**src/rtl/sipo_pkg.sv**
```systemverilog
// +----------------------------------------------------------------------------+
// | sipo_pkg                                                                   |
// | Shared types, frame length selection and counter sizing for the SIPO stage |
// | Build option: SIPO_PARITY_EN appends one even-parity bit to every frame.   |
// | Revision: 1.0                                                              |
// +----------------------------------------------------------------------------+
`default_nettype none

package sipo_pkg;

`ifdef SIPO_PARITY_EN
  typedef enum logic [1:0] {
    IDLE   = 2'd0,
    SHIFT  = 2'd1,
    PARITY = 2'd2
  } sipo_state_t;

  localparam int FRAME_EXTRA = 1;
`else
  typedef enum logic [1:0] {
    IDLE  = 2'd0,
    SHIFT = 2'd1
  } sipo_state_t;

  localparam int FRAME_EXTRA = 0;
`endif

  // Number of serial bits in one frame for a given data width.
  function automatic int frame_len(input int width);
    return width + FRAME_EXTRA;
  endfunction

  function automatic int cnt_w(input int width);
    return $clog2(width + 1);
  endfunction

endpackage

`default_nettype wire

```
**src/rtl/sipo_out_stage.sv**
```systemverilog
// +----------------------------------------------------------------------------+
// | sipo_out_stage                                                             |
// | Output holding register with valid/ready handshake and overrun pulse.      |
// | Revision: 1.0                                                              |
// +----------------------------------------------------------------------------+
`default_nettype none

module sipo_out_stage #(
  parameter int WIDTH = 4
) (
  input  logic             clk,
  input  logic             rst,
  input  logic             load,
  input  logic [WIDTH-1:0] load_data,
  input  logic             load_perr,
  input  logic             out_ready,
  output logic [WIDTH-1:0] parallel_out,
  output logic             out_valid,
  output logic             overrun,
  output logic             parity_err
);

  logic [WIDTH-1:0] r_data;
  logic             r_valid;
  logic             r_over;
  logic             r_perr;

  always_ff @(posedge clk or negedge rst) begin
    if (!rst) begin
      r_data  <= '0;
      r_valid <= 1'b0;
      r_over  <= 1'b0;
      r_perr  <= 1'b0;
    end else begin
      r_over <= 1'b0;
      if (load) begin
        // A consume on the same edge frees the register, so no bubble.
        if (!r_valid || out_ready) begin
          r_data  <= load_data;
          r_perr  <= load_perr;
          r_valid <= 1'b1;
        end else begin
          r_over <= 1'b1;
        end
      end else if (r_valid && out_ready) begin
        r_valid <= 1'b0;
      end
    end
  end

  assign parallel_out = r_data;
  assign out_valid    = r_valid;
  assign overrun      = r_over;
  assign parity_err   = r_perr;

endmodule

`default_nettype wire

```
**src/rtl/sipo_deserializer.sv**
```systemverilog
// +----------------------------------------------------------------------------+
// | sipo_deserializer                                                          |
// | Serial-in/parallel-out receiver: FSM, bit counter and shift register.      |
// | Build option: SIPO_PARITY_EN adds a trailing even-parity bit per frame.    |
// | Revision: 1.0                                                              |
// +----------------------------------------------------------------------------+
`default_nettype none

module sipo_deserializer
  import sipo_pkg::*;
#(
  parameter int WIDTH     = 4,
  parameter bit LSB_FIRST = 1'b1
) (
  input  logic             clk,
  input  logic             rst,
  input  logic             serial_in,
  input  logic             serial_valid,
  input  logic             sync,
  output logic [WIDTH-1:0] parallel_out,
  output logic             out_valid,
  input  logic             out_ready,
  output logic             overrun,
  output logic             parity_err
);

  localparam int              c_FRAME     = frame_len(WIDTH);
  localparam int              c_CW        = cnt_w(WIDTH);
  localparam logic [c_CW-1:0] c_LAST      = c_CW'(c_FRAME - 1);
  localparam logic [c_CW-1:0] c_DATA_LAST = c_CW'(WIDTH - 1);

  sipo_state_t      r_state;
  sipo_state_t      w_state_nxt;
  logic [c_CW-1:0]  r_cnt;
  logic [c_CW-1:0]  w_cnt_nxt;
  logic [c_CW-1:0]  w_pos;
  logic [WIDTH-1:0] r_sr;
  logic [WIDTH-1:0] w_sr_base;
  logic [WIDTH-1:0] w_shifted;
  logic [WIDTH-1:0] w_word;
  logic             w_perr;
  logic             w_data_bit;
  logic             w_complete;

  // A sync bit restarts the frame: it sits at position 0 on an empty register.
  assign w_pos      = sync ? '0 : r_cnt;
  assign w_sr_base  = sync ? '0 : r_sr;
  assign w_complete = serial_valid && (w_pos == c_LAST);

  if (LSB_FIRST) begin : g_lsb_first
    assign w_shifted = {serial_in, w_sr_base[WIDTH-1:1]};
  end else begin : g_msb_first
    assign w_shifted = {w_sr_base[WIDTH-2:0], serial_in};
  end

`ifdef SIPO_PARITY_EN
  assign w_data_bit = (w_pos != c_LAST);
  assign w_word     = r_sr;
  assign w_perr     = ^{r_sr, serial_in};
`else
  assign w_data_bit = 1'b1;
  assign w_word     = w_shifted;
  assign w_perr     = 1'b0;
`endif

  always_comb begin
    w_cnt_nxt = r_cnt;
    if (serial_valid) begin
      w_cnt_nxt = w_complete ? '0 : w_pos + 1'b1;
    end
  end

  always_comb begin
    w_state_nxt = r_state;
    case (r_state)
      IDLE: begin
        if (serial_valid) w_state_nxt = SHIFT;
      end
      SHIFT: begin
        if (serial_valid && (w_pos == c_DATA_LAST)) begin
`ifdef SIPO_PARITY_EN
          w_state_nxt = PARITY;
`else
          w_state_nxt = IDLE;
`endif
        end
      end
`ifdef SIPO_PARITY_EN
      PARITY: begin
        if (serial_valid) w_state_nxt = sync ? SHIFT : IDLE;
      end
`endif
      default: w_state_nxt = IDLE;
    endcase
  end

  always_ff @(posedge clk or negedge rst) begin
    if (!rst) begin
      r_state <= IDLE;
      r_cnt   <= '0;
      r_sr    <= '0;
    end else begin
      r_state <= w_state_nxt;
      r_cnt   <= w_cnt_nxt;
      if (serial_valid && w_data_bit) begin
        r_sr <= w_shifted;
      end
    end
  end

  sipo_out_stage #(
    .WIDTH (WIDTH)
  ) u_out_stage (
    .clk          (clk),
    .rst          (rst),
    .load         (w_complete),
    .load_data    (w_word),
    .load_perr    (w_perr),
    .out_ready    (out_ready),
    .parallel_out (parallel_out),
    .out_valid    (out_valid),
    .overrun      (overrun),
    .parity_err   (parity_err)
  );

endmodule

`default_nettype wire

```
**config.mk**
```make
export PLATFORM = sky130hd
export DESIGN_NAME = sipo_deserializer
export DESIGN_NICKNAME = d
export VERILOG_FILES = /design/src/rtl/sipo_pkg.sv /design/src/rtl/sipo_out_stage.sv /design/src/rtl/sipo_deserializer.sv
export SDC_FILE = /design/constraint.sdc
export NUM_CORES = 1
export LEC_CHECK = 0
export ABC_AREA = 1
export CORE_AREA = 2 2 41 43
export CTS_CLUSTER_SIZE = 16
export DETAILED_ROUTE_END_ITERATION = 10
export DIE_AREA = 0 0 43 45
export PLACE_DENSITY = 0.64
export SETUP_SLACK_MARGIN = 0.5
export SYNTH_ARGS = -nofsm -noshare
export SYNTH_HDL_FRONTEND = slang
export SYNTH_SLANG_ARGS = --single-unit
```
**constraint.sdc**
```tcl
create_clock -name clk -period 1.13 [get_ports clk]
set_input_delay 0.339 -clock clk [delete_from_list [all_inputs] [get_ports clk]]
set_output_delay 0.339 -clock clk [all_outputs]
set_load 0.01 [all_outputs]
```
## Word-level counts from Yosys, hierarchy flattened

Index checks and enable logic that the tools add are counted.

- Logic and storage cells: 23
- Bits of input ports: 6
- Output and inout port bits: 7
- Flip-flop bits (word level): 13

- Reductions and logical operators: 7
- Multiplexer cells: 8
- $add $sub $neg: 1
- Eq/ne operators: 2

Operator list:

| operator | number |
|---|---|
| 3-bit 2-to-1 mux | 2 |
| 1-bit 2-to-1 mux | 5 |
| 4-bit 2-to-1 mux | 1 |
| 2-bit AND reduction | 2 |
| 3-bit by 1-bit adder with 3-bit output (second input constant) | 1 |
| 3-bit by 2-bit equality test with 1-bit output (second input constant) | 1 |
| 1-bit logical AND | 2 |
| 2-bit by 1-bit inequality test with 1-bit output (second input constant) | 1 |
| 2-bit nonzero test | 1 |
| 1-bit zero test | 1 |
| 1-bit logical OR | 1 |

## Longest topological paths before layout

- Depth after elaboration: 5
- Depth in mapped cells: 9
- Mapped depth without buffers: 9

## Cells and area by module

From an unflattened synthesis, not the netlist that was laid out.

- Cells, all modules: 71
- Area total of the unflattened synthesis: 581.8 µm²

By module, submodules not included:

| module | area an instance (µm²) | cells each | instances | sequential area each (µm²) |
|---|---|---|---|---|
| sipo_deserializer | 316.6 | 43 | 1 | 150.1 |
| sipo_out_stage | 265.3 | 28 | 1 | 175.2 |

## Least setup slack after synthesis

No wires, ideal clock.

- Path type: input to register
- Start point: in sync
- End point: reg u_out_stage.r_data[3] (netlist: u_out_stage.parallel_out[3])
- Required time: 1.011 ns
- Buffers on the path: 0
- Arrival: 0.991 ns
- Library setup time: 0.119 ns
- Setup slack: 0.020 ns
- Cell stages on the path: 9
- Cells stage by stage: inv_2 > nand2_1 > inv_1 > ha_1 > nand2_4 > inv_4 > nand3_4 > nand2_1 > nand2_1

- Cells in the longest elaborated chain, start to end: 4

Ends and longest elaborated chain:

| what | line | RTL |
|---|---|---|
| from (decl) | sipo_deserializer.sv:19 | `input logic sync,` |
| 3-bit 2-to-1 mux | sipo_deserializer.sv:46 | `assign w_pos = sync ? '0 : r_cnt;` |
| 3-bit by 2-bit equality test with 1-bit output | -- |  |
| 1-bit logical AND | -- |  |
| 2-bit AND reduction (no line) | -- |  |
| to (signal assigned) | sipo_out_stage.sv:39 | `r_data <= load_data;` |
| to (decl) | sipo_out_stage.sv:23 | `logic [WIDTH-1:0] r_data;` |

No other way between the ends.
A chain may end at the register's enable or synchronous reset.

## Worst setup path in the final report

- Start point: reg u_out_stage.r_valid (netlist: u_out_stage.out_valid)
- End point: out out_valid

RTL lines:

| what | line | RTL |
|---|---|---|
| from (decl) | sipo_out_stage.sv:24 | `logic r_valid;` |
| from (signal assigned) | sipo_out_stage.sv:31 | `r_valid <= 1'b0;` |
| from (signal assigned) | sipo_out_stage.sv:41 | `r_valid <= 1'b1;` |
| from (signal assigned) | sipo_out_stage.sv:46 | `r_valid <= 1'b0;` |
| to (decl) | sipo_deserializer.sv:21 | `output logic out_valid,` |

No word-level cell between the ends.

==> run metrics <==
R2R depth 8; core outline area roughly 1500 µm²; first-pass GRT wire length 1897 µm; post-synthesis xor/xnor area fraction 0; ANT nets after route 0; initial antenna violation count 0; Synth Area in Simple Gates 0.3044; Crit path largest cell delay 0.39 ns; pwr dens approximately 1300 nW/µm²; CP max-delay cell dfrtp_1; Synth Area in Compound Gates 0.03556; R2R setup slack 0.02 ns; H-tree levels 1; Via Count 486; crit-path max FO 2; Die Area 1935 µm²; Ant. Diodes 0; Clock transition at path regs 0.08 ns; Post-CTS Hold Fix Bufs 0; mux cell area share after synthesis 0; die span in x 43 µm; mapped cell area between 500 and 600 µm²; CTS root buf clkbuf_4; reg-to-reg endpoint u_out_stage.parallel_out[3]; Peak VDD IR 0.7464 mV; Layout Nets 98; Site Rows 14; CP delay by family, top flip-flops; Initial DRT Pass Iterations 4; Int Pwr 0.0008073 W; Yosys reg bits 12; worst path required time 0.79 ns; Leak roughly 0.47 nW; vias in the first global route 432; Post-Synth Adder-Cell Area 0.02222; YS warnings 0; max-cap viol count 0; Post-Synthesis Cells 63; crit path launch u_out_stage.out_valid; CP Launch Type register; crit path to out_valid; Final setup viols 1; Die Y 45 µm; worst setup margin -0.007043 ns; DR DRC count 0; Routed WL per cell 10.08 µm; Crit path depth 1; Overflow after GRT 0; Clock Power Share 0.308; vias per cell between 4 and 5; IO buf count 11; proportion of power drawn by combinational gates 0.237; largest net degree at the start of global routing 13; fill count 136; maximum achievable frequency between 0.8 and 0.9 GHz; status complete, but fails checks; DP HPWL between 700 and 800 µm; RSZ-0062 raised after global routing true; total negative setup slack -0.007043 ns; Max Transition Viols Final 0; Period minus WS final around 1.1 ns; HP Class primary input to async pin; Final period util 1.006; 1st-iter DRT viols 12; Worst Path Arrival ~0.80 ns; Crit Reg-Reg Startpoint r_cnt[1]; share of cells above drive strength 1 0.5444; sw frac 0.2682; synth unique cells 16; Sw Pwr 0.0002959 W; main combinational cell family by area after synthesis simple AND/OR/NAND/NOR gates; critical path, cell by cell buf_2; Initial Util 0.3827; CTS Buf Count 3; All-Layer GR Usage 0.1354; Mapped Avg Cell Area 8.937 µm²; Crit. End Element output pin; CP Class register to output pin; Worst-Skew Late Latency approximately 0.27 ns; Flop pwr share 0.455; WP buf/inv 1; Layout Skew 0.007356 ns; Fin. Hold Viols 0; final WL 1069 µm; failing checks setup timing; number of I/O pins 13; Area Overhead vs Synth 53.78%; sequential share of the synthesized area 0.5333; clk sinks 12; Tot Pwr 0.001103 W; TritonCTS clock tree built; clock buffer depth 2; post-synth net total 70; GPL Wtd Cong 0.7484
## cell families (layout without fill, tap and decap cells)
logic type | Yosys count | in the layout
compound gates | 4 | 4
fa+ha+maj | 1 | 1
buf+inv | 11 | 38
flops | 12 | 12
other cells | 1 | 1
simple gates | 34 | 34
## registers in the layout, summed over array words and instances, names as in the netlist
| register | cells |
|---|---|
| u_out_stage.parallel_out | 4 |
| r_cnt | 3 |
| r_sr | 3 |
| u_out_stage.out_valid | 1 |
| u_out_stage.overrun | 1 |
## cells in the final DEF (no fill, tap or decap)
cell             Yosys  layout
nand2_1             19      15
buf_4                1      15
dfrtp_1             12      12
buf_2                0       7
nand2_4              2       4
inv_1                7       4
nand4_1              4       4
inv_2                1       3
nand2_2              1       3
nor2_4               0       3
o21ai_2              0       3
clkbuf_4             0       3
nand3_2              0       2
clkdlybuf4s50_1      0       2
inv_8                0       1
nor2_2               0       1
inv_6                0       1
nand3_4              1       1
nor2_1               5       1
o21ai_1              0       1
ha_4                 0       1
conb_1               1       1
clkbuf_8             0       1
dlygate4sd2_1        0       1
## metal layers
layer  wire length (µm)  GRT usage  up-vias
li1                   -          -      252
met1                523     0.1929      222
met2                478     0.1970       10
met3                 56    0.03600        2
met4                 10    0.05455        0
met5                  0          0        -
## worst min-delay path by stage
stage                     slack, ns  startpoint       end
after CTS                      0.36         rst  r_cnt[1]
after global placement         0.47    r_cnt[1]  r_cnt[1]
after floorplan                0.04         rst  r_cnt[0]
after detailed placement       0.47    r_cnt[1]  r_cnt[1]
final                          0.36         rst  r_cnt[1]
after global routing           0.38         rst  r_cnt[2]
## worst reg2reg max path, cell delays in order (launching register included)
cell	delay [ns]
dfrtp_1	0.36
inv_1	0.05
nor2_2	0.11
ha_4	0.15
nand2_4	0.05
inv_6	0.08
nand3_4	0.07
nand2_1	0.08
nand2_1	0.05
## power groups by stage
stage | sequential (W) | clock, W | combinational [W]
2_1_floorplan | 0.000524 | 0 | 0.0000947
3_3_place_gp | 0.000509 | 0 | 0.000253
3_5_place_dp | 0.000510 | 0 | 0.000255
4_1_cts | 0.000501 | 0.000348 | 0.000249
5_1_grt | 0.000507 | 0.000369 | 0.000290
6_report | 0.000501 | 0.000340 | 0.000262
## timing repair
item	CTS	global route
pin swaps	4	6
endpoints found under the setup margin	18	18
buffers inserted	2	2
gates resized for setup	44	10
## final cells by class
| cell class | instances | area (µm²) | area share |
|---|---|---|---|
| Clock buffer | 4 | 36.28 | 0.04191 |
| Inverter | 9 | 46.29 | 0.05347 |
| Multi-Input combinational cell | 40 | 286.5 | 0.3309 |
| Tap cell | 16 | 20.02 | 0.02312 |
| Sequential cell | 12 | 300.3 | 0.3468 |
| Timing Repair Buffer | 25 | 176.4 | 0.2038 |
## stage by stage
| step | std cells | area (µm²) | hold slack, ns | worst slack [ns] | util |
|---|---|---|---|---|---|
| 2_1_floorplan | 63 | 596.8 | 0.04341 | 0.1097 | - |
| 3_3_place_gp | 98 | 779.5 | 0.4702 | -0.5530 | 0.5298 |
| 3_5_place_dp | 98 | 779.5 | 0.4721 | -0.5690 | 0.5298 |
| 4_1_cts | 104 | 814.5 | 0.3633 | -0.007362 | 0.5536 |
| 5_1_grt | 106 | 865.8 | 0.3821 | -0.05333 | 0.5884 |
| 6_report | 106 | 865.8 | 0.3569 | -0.007043 | 0.5884 |
## cells in the mapped netlist
master   count  area share
nor2_1       5       0.033
buf_6        1       0.020
nand3_1      2       0.018
conb_1       1      0.0067
nand2_4      2       0.040
inv_4        1       0.011
nand2_2      1       0.011
inv_2        1      0.0067
nand3_4      1       0.031
inv_1        7       0.047
o21ai_0      4       0.036
nand2_1     19        0.13
ha_1         1       0.022
dfrtp_1     12        0.53
nand4_1      4       0.044
buf_4        1       0.013
Note: power is estimated with default switching activity, not from simulation.
